## config.mk

```make
export PLATFORM = sky130hd
export DESIGN_NAME = seq_restoring_divider
export DESIGN_NICKNAME = d
export VERILOG_FILES = /design/src/rtl/div_pkg.sv /design/src/rtl/div_restoring_step.sv /design/src/rtl/seq_restoring_divider.sv
export SDC_FILE = /design/constraint.sdc
export NUM_CORES = 1
export LEC_CHECK = 0
export BUFFER_PORTS_ARGS = -buffer_cell sky130_fd_sc_hd__buf_4
export CORE_AREA = 2 2 94 96
export CTS_BUF_LIST = sky130_fd_sc_hd__clkbuf_4 sky130_fd_sc_hd__clkbuf_8 sky130_fd_sc_hd__clkbuf_16
export DETAILED_ROUTE_END_ITERATION = 6
export DIE_AREA = 0 0 96 98
export GPL_TIMING_DRIVEN = 0
export PLACE_DENSITY = 0.84
export SLEW_MARGIN = 20
export SYNTH_ARGS = -nofsm -noshare
export SYNTH_HDL_FRONTEND = slang
export SYNTH_HIERARCHICAL = 1
export SYNTH_SLANG_ARGS = --single-unit
```

## constraint.sdc

```tcl
create_clock -name clk -period 3.2 [get_ports clk]
set_clock_uncertainty 0.05 [all_clocks]
set_input_delay 0.48 -clock clk [delete_from_list [all_inputs] [get_ports clk]]
set_output_delay 0.48 -clock clk [all_outputs]
set_load 0.02 [all_outputs]
```

## src/rtl/div_pkg.sv

```systemverilog
// ============================================================================
// Module   : div_pkg
// Purpose  : Shared widths, FSM state type and result constants for the
//            sequential restoring divider.
// Revision : 1.0
// ============================================================================
`default_nettype none

package div_pkg;

  localparam int DVD_W = 16;
  localparam int DVS_W = 8;
  localparam int CNT_W = 5;

  typedef enum logic [1:0] {
    IDLE = 2'd0,
    ITER = 2'd1,
    FIX  = 2'd2
  } div_state_t;

  localparam logic [DVD_W-1:0] C_DBZ_QUOT = '1;

endpackage

`default_nettype wire

```

## src/rtl/div_restoring_step.sv

```systemverilog
// ============================================================================
// Module   : div_restoring_step
// Purpose  : One combinational restoring-division iteration (shift, trial
//            subtract, restore-or-keep).
// Revision : 1.0
// ============================================================================
`default_nettype none

module div_restoring_step
  import div_pkg::*;
(
  input  logic [DVS_W:0]   i_pr,
  input  logic             i_bit,
  input  logic [DVS_W-1:0] i_dvs,
  output logic [DVS_W:0]   o_pr,
  output logic             o_qbit
);

  logic [DVS_W+1:0] w_shift;
  logic [DVS_W+1:0] w_trial;

  always_comb begin
    w_shift = {i_pr, i_bit};
    w_trial = w_shift - {2'b00, i_dvs};
    // A clear top bit means the trial difference did not go negative.
    o_qbit  = ~w_trial[DVS_W+1];
    o_pr    = o_qbit ? w_trial[DVS_W:0] : w_shift[DVS_W:0];
  end

endmodule

`default_nettype wire

```

## src/rtl/seq_restoring_divider.sv

```systemverilog
// ============================================================================
// Module   : seq_restoring_divider
// Purpose  : Iterative 16/8 restoring divider, one quotient bit per clock,
//            unsigned or signed (Cont). Optional DIV_UNITY_BYPASS_EN macro
//            short-cuts |B|==1 straight to the fix-up state.
// Revision : 1.0
// ============================================================================
`default_nettype none

module seq_restoring_divider
  import div_pkg::*;
(
  input  logic             clk,
  input  logic             rst,
  input  logic             start,
  input  logic             Cont,
  input  logic [DVD_W-1:0] A,
  input  logic [DVS_W-1:0] B,
  output logic [DVD_W-1:0] Q,
  output logic [DVS_W-1:0] R,
  output logic             busy,
  output logic             done,
  output logic             dbz,
  output logic             ovf
);

  div_state_t       r_state;
  logic [DVS_W:0]   r_pr;
  logic [DVD_W-1:0] r_dvd;
  logic [DVS_W-1:0] r_dvs;
  logic [CNT_W-1:0] r_cnt;
  logic             r_neg_q;
  logic             r_neg_r;
  logic             r_dbz;
  logic             r_ovf;
  logic             r_fin;

  logic             w_neg_a;
  logic             w_neg_b;
  logic [DVD_W-1:0] w_mag_a;
  logic [DVS_W-1:0] w_mag_b;
  logic             w_accept;
  logic [DVS_W:0]   w_pr_nxt;
  logic             w_qbit;

  always_comb begin
    w_neg_a  = Cont & A[DVD_W-1];
    w_neg_b  = Cont & B[DVS_W-1];
    w_mag_a  = w_neg_a ? -A : A;
    w_mag_b  = w_neg_b ? -B : B;
    // r_fin blocks acceptance in the one IDLE cycle before done is issued.
    w_accept = start && (r_state == IDLE) && !r_fin;
  end

  div_restoring_step u_step (
    .i_pr   (r_pr),
    .i_bit  (r_dvd[DVD_W-1]),
    .i_dvs  (r_dvs),
    .o_pr   (w_pr_nxt),
    .o_qbit (w_qbit)
  );

  always_ff @(posedge clk) begin
    if (rst) begin
      r_state <= IDLE;
      r_pr    <= '0;
      r_dvd   <= '0;
      r_dvs   <= '0;
      r_cnt   <= '0;
      r_neg_q <= 1'b0;
      r_neg_r <= 1'b0;
      r_dbz   <= 1'b0;
      r_ovf   <= 1'b0;
      r_fin   <= 1'b0;
      Q       <= '0;
      R       <= '0;
      busy    <= 1'b0;
      done    <= 1'b0;
      dbz     <= 1'b0;
      ovf     <= 1'b0;
    end else begin
      done <= 1'b0;
      if (done) begin
        busy <= 1'b0;
      end
      if (r_fin) begin
        Q     <= r_dvd;
        R     <= r_pr[DVS_W-1:0];
        dbz   <= r_dbz;
        ovf   <= r_ovf;
        done  <= 1'b1;
        r_fin <= 1'b0;
      end

      case (r_state)
        IDLE: begin
          if (w_accept) begin
            busy    <= 1'b1;
            r_neg_q <= w_neg_a ^ w_neg_b;
            r_neg_r <= w_neg_a;
            r_pr    <= '0;
            r_dvs   <= w_mag_b;
            r_dbz   <= (B == '0);
            r_ovf   <= Cont && (A == {1'b1, {(DVD_W-1){1'b0}}}) && (B == '1);
            if (B == '0) begin
              // Raw dividend kept so its low byte can become the remainder.
              r_dvd   <= A;
              r_state <= FIX;
            end
`ifdef DIV_UNITY_BYPASS_EN
            else if (w_mag_b == DVS_W'(1)) begin
              r_dvd   <= w_mag_a;
              r_state <= FIX;
            end
`endif
            else begin
              r_dvd   <= w_mag_a;
              r_cnt   <= CNT_W'(DVD_W);
              r_state <= ITER;
            end
          end
        end

        ITER: begin
          r_pr  <= w_pr_nxt;
          r_dvd <= {r_dvd[DVD_W-2:0], w_qbit};
          r_cnt <= r_cnt - CNT_W'(1);
          if (r_cnt == CNT_W'(1)) begin
            r_state <= FIX;
          end
        end

        FIX: begin
          if (r_dbz) begin
            r_dvd <= C_DBZ_QUOT;
            r_pr  <= {1'b0, r_dvd[DVS_W-1:0]};
          end else begin
            if (r_neg_q) begin
              r_dvd <= -r_dvd;
            end
            if (r_neg_r) begin
              r_pr <= {1'b0, -r_pr[DVS_W-1:0]};
            end
          end
          r_fin   <= 1'b1;
          r_state <= IDLE;
        end

        default: r_state <= IDLE;
      endcase
    end
  end

endmodule

`default_nettype wire

```

==> reports/metrics.yaml <==
synth_top_flop_cell: "dfxtp_1"
met1_usage_pct: 40.5
dr.pass1.iters: 7
drive_gt1_share_pct: 16.0
hold-path-endpoint: "r_dvs[0]$_SDFFE_PP0P_"
max_freq_ghz: 0.341
syn_area_um2: 4790
drtIter0Drc: 555
ctsResizeCount: 0
worstHoldPathType: "input pin to flip-flop"
startpoint_type: "flip-flop"
wl_mm: 13.7
rsz0062_at_grt: "false"
p_leak_uw: 0.00219
path_clk_slew_ns: 0.07
ioPinCount: 56
cp_cell_sequence: "inv_1 -> ha_1 -> fa_1 -> nand2b_1 -> a21oi_1 -> a21boi_0 -> xnor2_1 -> mux2_4 -> a32o_1 -> o21ai_0 -> a21oi_1"
instances_no_fill: 766
synth_edf_count: 0
critPathRequiredTime_ns: 3.36
die_x_um: 96
dr_total_vias: 4775
irDropWorstVdd_uv: 298
nNetsFinal: 701
die-area_um2: 9410
multiInputGateArea_um2: 3070
timing.setup.critical_path_class: "flip-flop to flip-flop"
gp_congestion: 0.972
cp_max_fo: 5
hold_path_depth: 3
synth_area_per_cell_um2: 8.15
syn_nets: 636
clk_path_buf_depth: 2
antenna_found_initial: 0
rr_startpoint: "r_dvd[15]$_SDFFE_PP0P_"
crit_path_max_incr_delay_ns: 0.48
ctsHoldBuffers: 0
synth_area_leaders: "dfxtp_1, mux2i_1, nor2_1"
setup_viol: 0
antennaDiodeCount: 0
hold_viol: 0
reg2reg_slack_ns: 0.27
grt_pass1_vias: 4517
port_buffers: 54
overflow: 0
grt-busiest-layer: "met2"
syn_inst: 588
post_drt_via_cell_ratio: 6.23
cts_tree: "done"
synthArstFlopShare_pct: 0
fp.dieH_um: 98
regArea_um2: 1460
met3_usage_pct: 6.94
worst_pin_slew_ns: 0.704
crit_family: "compound AO/OA/AOI/OAI gates"
reg2reg_depth: 11
dp_hpwl_mm: 10.3
drc: 0
dp.cells: 750
area_growth_syn_to_layout_pct: 15.8
worst-path-buf-inv: 1
ys_warn_count: 6
wl_per_cell_um: 17.8
grt_max_degree: 13
r2r_end: "r_pr[6]$_SDFFE_PP0P_"
grt_first_pass_wirelength_mm: 21.9
cts_setup_buffers: 0
finalCritPeriodShare_pct: 91.6
start_util_pct: 56.6
endpoint_kind: "flip-flop"
slowest_stage: "dfxtp_1"
status: "completed"
grtUsageTotal_pct: 29.5
ant_nets: 0
synth_seq_area_share_pct: 30.5
htree_levels: 3
critPathArrivalTime_ns: 3.09
fin_crit_ns: 2.93
synth.largest_area_cell: "dfxtp_1"
relSlewSlack_pct: 51.8
tns_ns: 0
cts_sinks: 73
yosysUniqueCellTypes: 76
power.density_nw_per_um2: 607
min_from: "B[0]"
cap_violations: 0
slew_viol_final: 0
cts_made_buffers: 9
cp_common_cell: "a21oi_1"
n_fill_cell: 758
yosysTopAreaCellShare_pct: 30.5
grt_use_met2_pct: 45.5
row_count: 34
fp.coreArea_um2: 8470
ys_seq_elements: 73
cts-root-buf: "clkbuf_8"
clk_latency_ns: 0.36
[routing by layer]
| metal | wire (um) | vias up |
|---|---|---|
| met5 | 0 | - |
| li1 | - | 2256 |
| met2 | 6280 | 242 |
| met4 | 251 | 0 |
| met3 | 1200 | 27 |
| met1 | 5940 | 2250 |
[flip-flops by register name (all words and copies together) (netlist names)]
| register | flops |
|---|---|
| r_fin | 1 |
| Q | 16 |
| dbz | 1 |
| r_ovf | 1 |
| r_state | 2 |
| r_pr | 9 |
| R | 8 |
| r_neg_r | 1 |
| busy | 1 |
| r_neg_q | 1 |
| ovf | 1 |
| done | 1 |
| r_dvs | 8 |
| r_dbz | 1 |
| r_dvd | 16 |
| r_cnt | 5 |
[cell usage in the layout, fill, tap and decap left out, types with 3 or more instances in the layout]
cell type	count
ha_1	19
a21oi_1	44
a22oi_1	4
mux2_4	5
nor3_1	15
o21a_1	6
buf_2	5
or4_1	6
nor2_1	75
a32oi_1	3
buf_4	54
o21ai_0	33
dfxtp_1	73
mux2i_1	35
nand4_1	5
a211oi_1	8
clkbuf_1	22
a31oi_1	5
buf_1	4
a22o_1	3
inv_1	32
or3_1	3
a221oi_1	11
nor2b_1	7
nand3_1	15
nand2b_1	6
nand2_1	39
a21oi_2	3
clkinv_2	3
nand3b_1	4
and2_1	3
o31ai_1	4
xnor2_1	14
clkbuf_8	9
a32o_1	4
xor2_1	13
o21ai_1	6
[kinds of logic after synthesis]
kind of cell | share of synthesized area [%]
AO/OA/AOI/OAI | 23.0
AND/OR/NAND/NOR | 21.6
flip-flops | 30.5
buffers and inverters | 5.49
multiplexers | 9.12
XOR/XNOR | 4.94
adder cells (fa/ha/maj) | 5.38
[area by class of cell]
class,count,area share [%]
Timing Repair Buffer,54,7.31
Clock buffer,10,2.37
Tap cell,108,2.44
Clock inverter,6,1.49
Inverter,33,2.23
Buffer,33,2.51
Sequential cell,73,26.4
Multi-Input combinational cell,449,55.3
[cell usage after synthesis, drive strengths merged, types with 3 or more instances]
cell type and instances:
mux2i 35, mux2 6, nor2 75, and2 3, nor4b 3, xnor2 14, a22oi 4, o21a 6
clkbuf 23, a32oi 3, or3 3, nand4 5, buf 10, a32o 4, a211oi 10, nand2 40
dfxtp 73, a31oi 5, o31ai 5, nor3 17, nor4 3, a22o 3, inv 33, a221oi 11
or4 6, nand2b 7, a21oi 47, nand3b 4, nand3 15, xor2 13, nor2b 7, o21ai 40
ha 19
[through the flow]
stage	setup WS, ns	utilization, %	power, uW	cell area [um2]	hold slack (ns)
3_5_place_dp	0.323	63.0	2530	5330	0.406
3_3_place_gp	0.419	63.0	2490	5330	0.401
4_1_cts	0.308	65.5	3320	5540	0.364
6_report	0.269	65.5	3360	5540	0.372
2_1_floorplan	0.671	-	2160	4790	0.382
5_1_grt	0.123	65.5	3530	5540	0.392
[worst max path at each step]
stage / slack [ns] / cells past startpoint / from / to
after floorplan: 0.67 / 10 / r_pr[1]$_SDFFE_PP0P_ / r_pr[5]$_SDFFE_PP0P_
after global placement: 0.42 / 11 / r_dvd[15]$_SDFFE_PP0P_ / r_pr[6]$_SDFFE_PP0P_
after detailed placement: 0.32 / 11 / r_dvd[15]$_SDFFE_PP0P_ / r_pr[6]$_SDFFE_PP0P_
after CTS: 0.31 / 11 / r_dvd[15]$_SDFFE_PP0P_ / r_pr[6]$_SDFFE_PP0P_
after global routing: 0.12 / 10 / r_dvd[15]$_SDFFE_PP0P_ / r_pr[8]$_SDFFE_PP0P_
final: 0.27 / 11 / r_dvd[15]$_SDFFE_PP0P_ / r_pr[6]$_SDFFE_PP0P_
[power breakdown]
part | total (uW) | switching [uW] | internal (uW)
clock network | 801 | 357 | 444
logic | 1420 | 862 | 556
registers | 1140 | 124 | 1020
total | 3360 | 1340 | 2020
[worst min-delay path: stages]
cell and delay [ns]:
buf_4 0.13, nand2_1 0.06, a21oi_1 0.05
(Power assumes the default switching activity.)
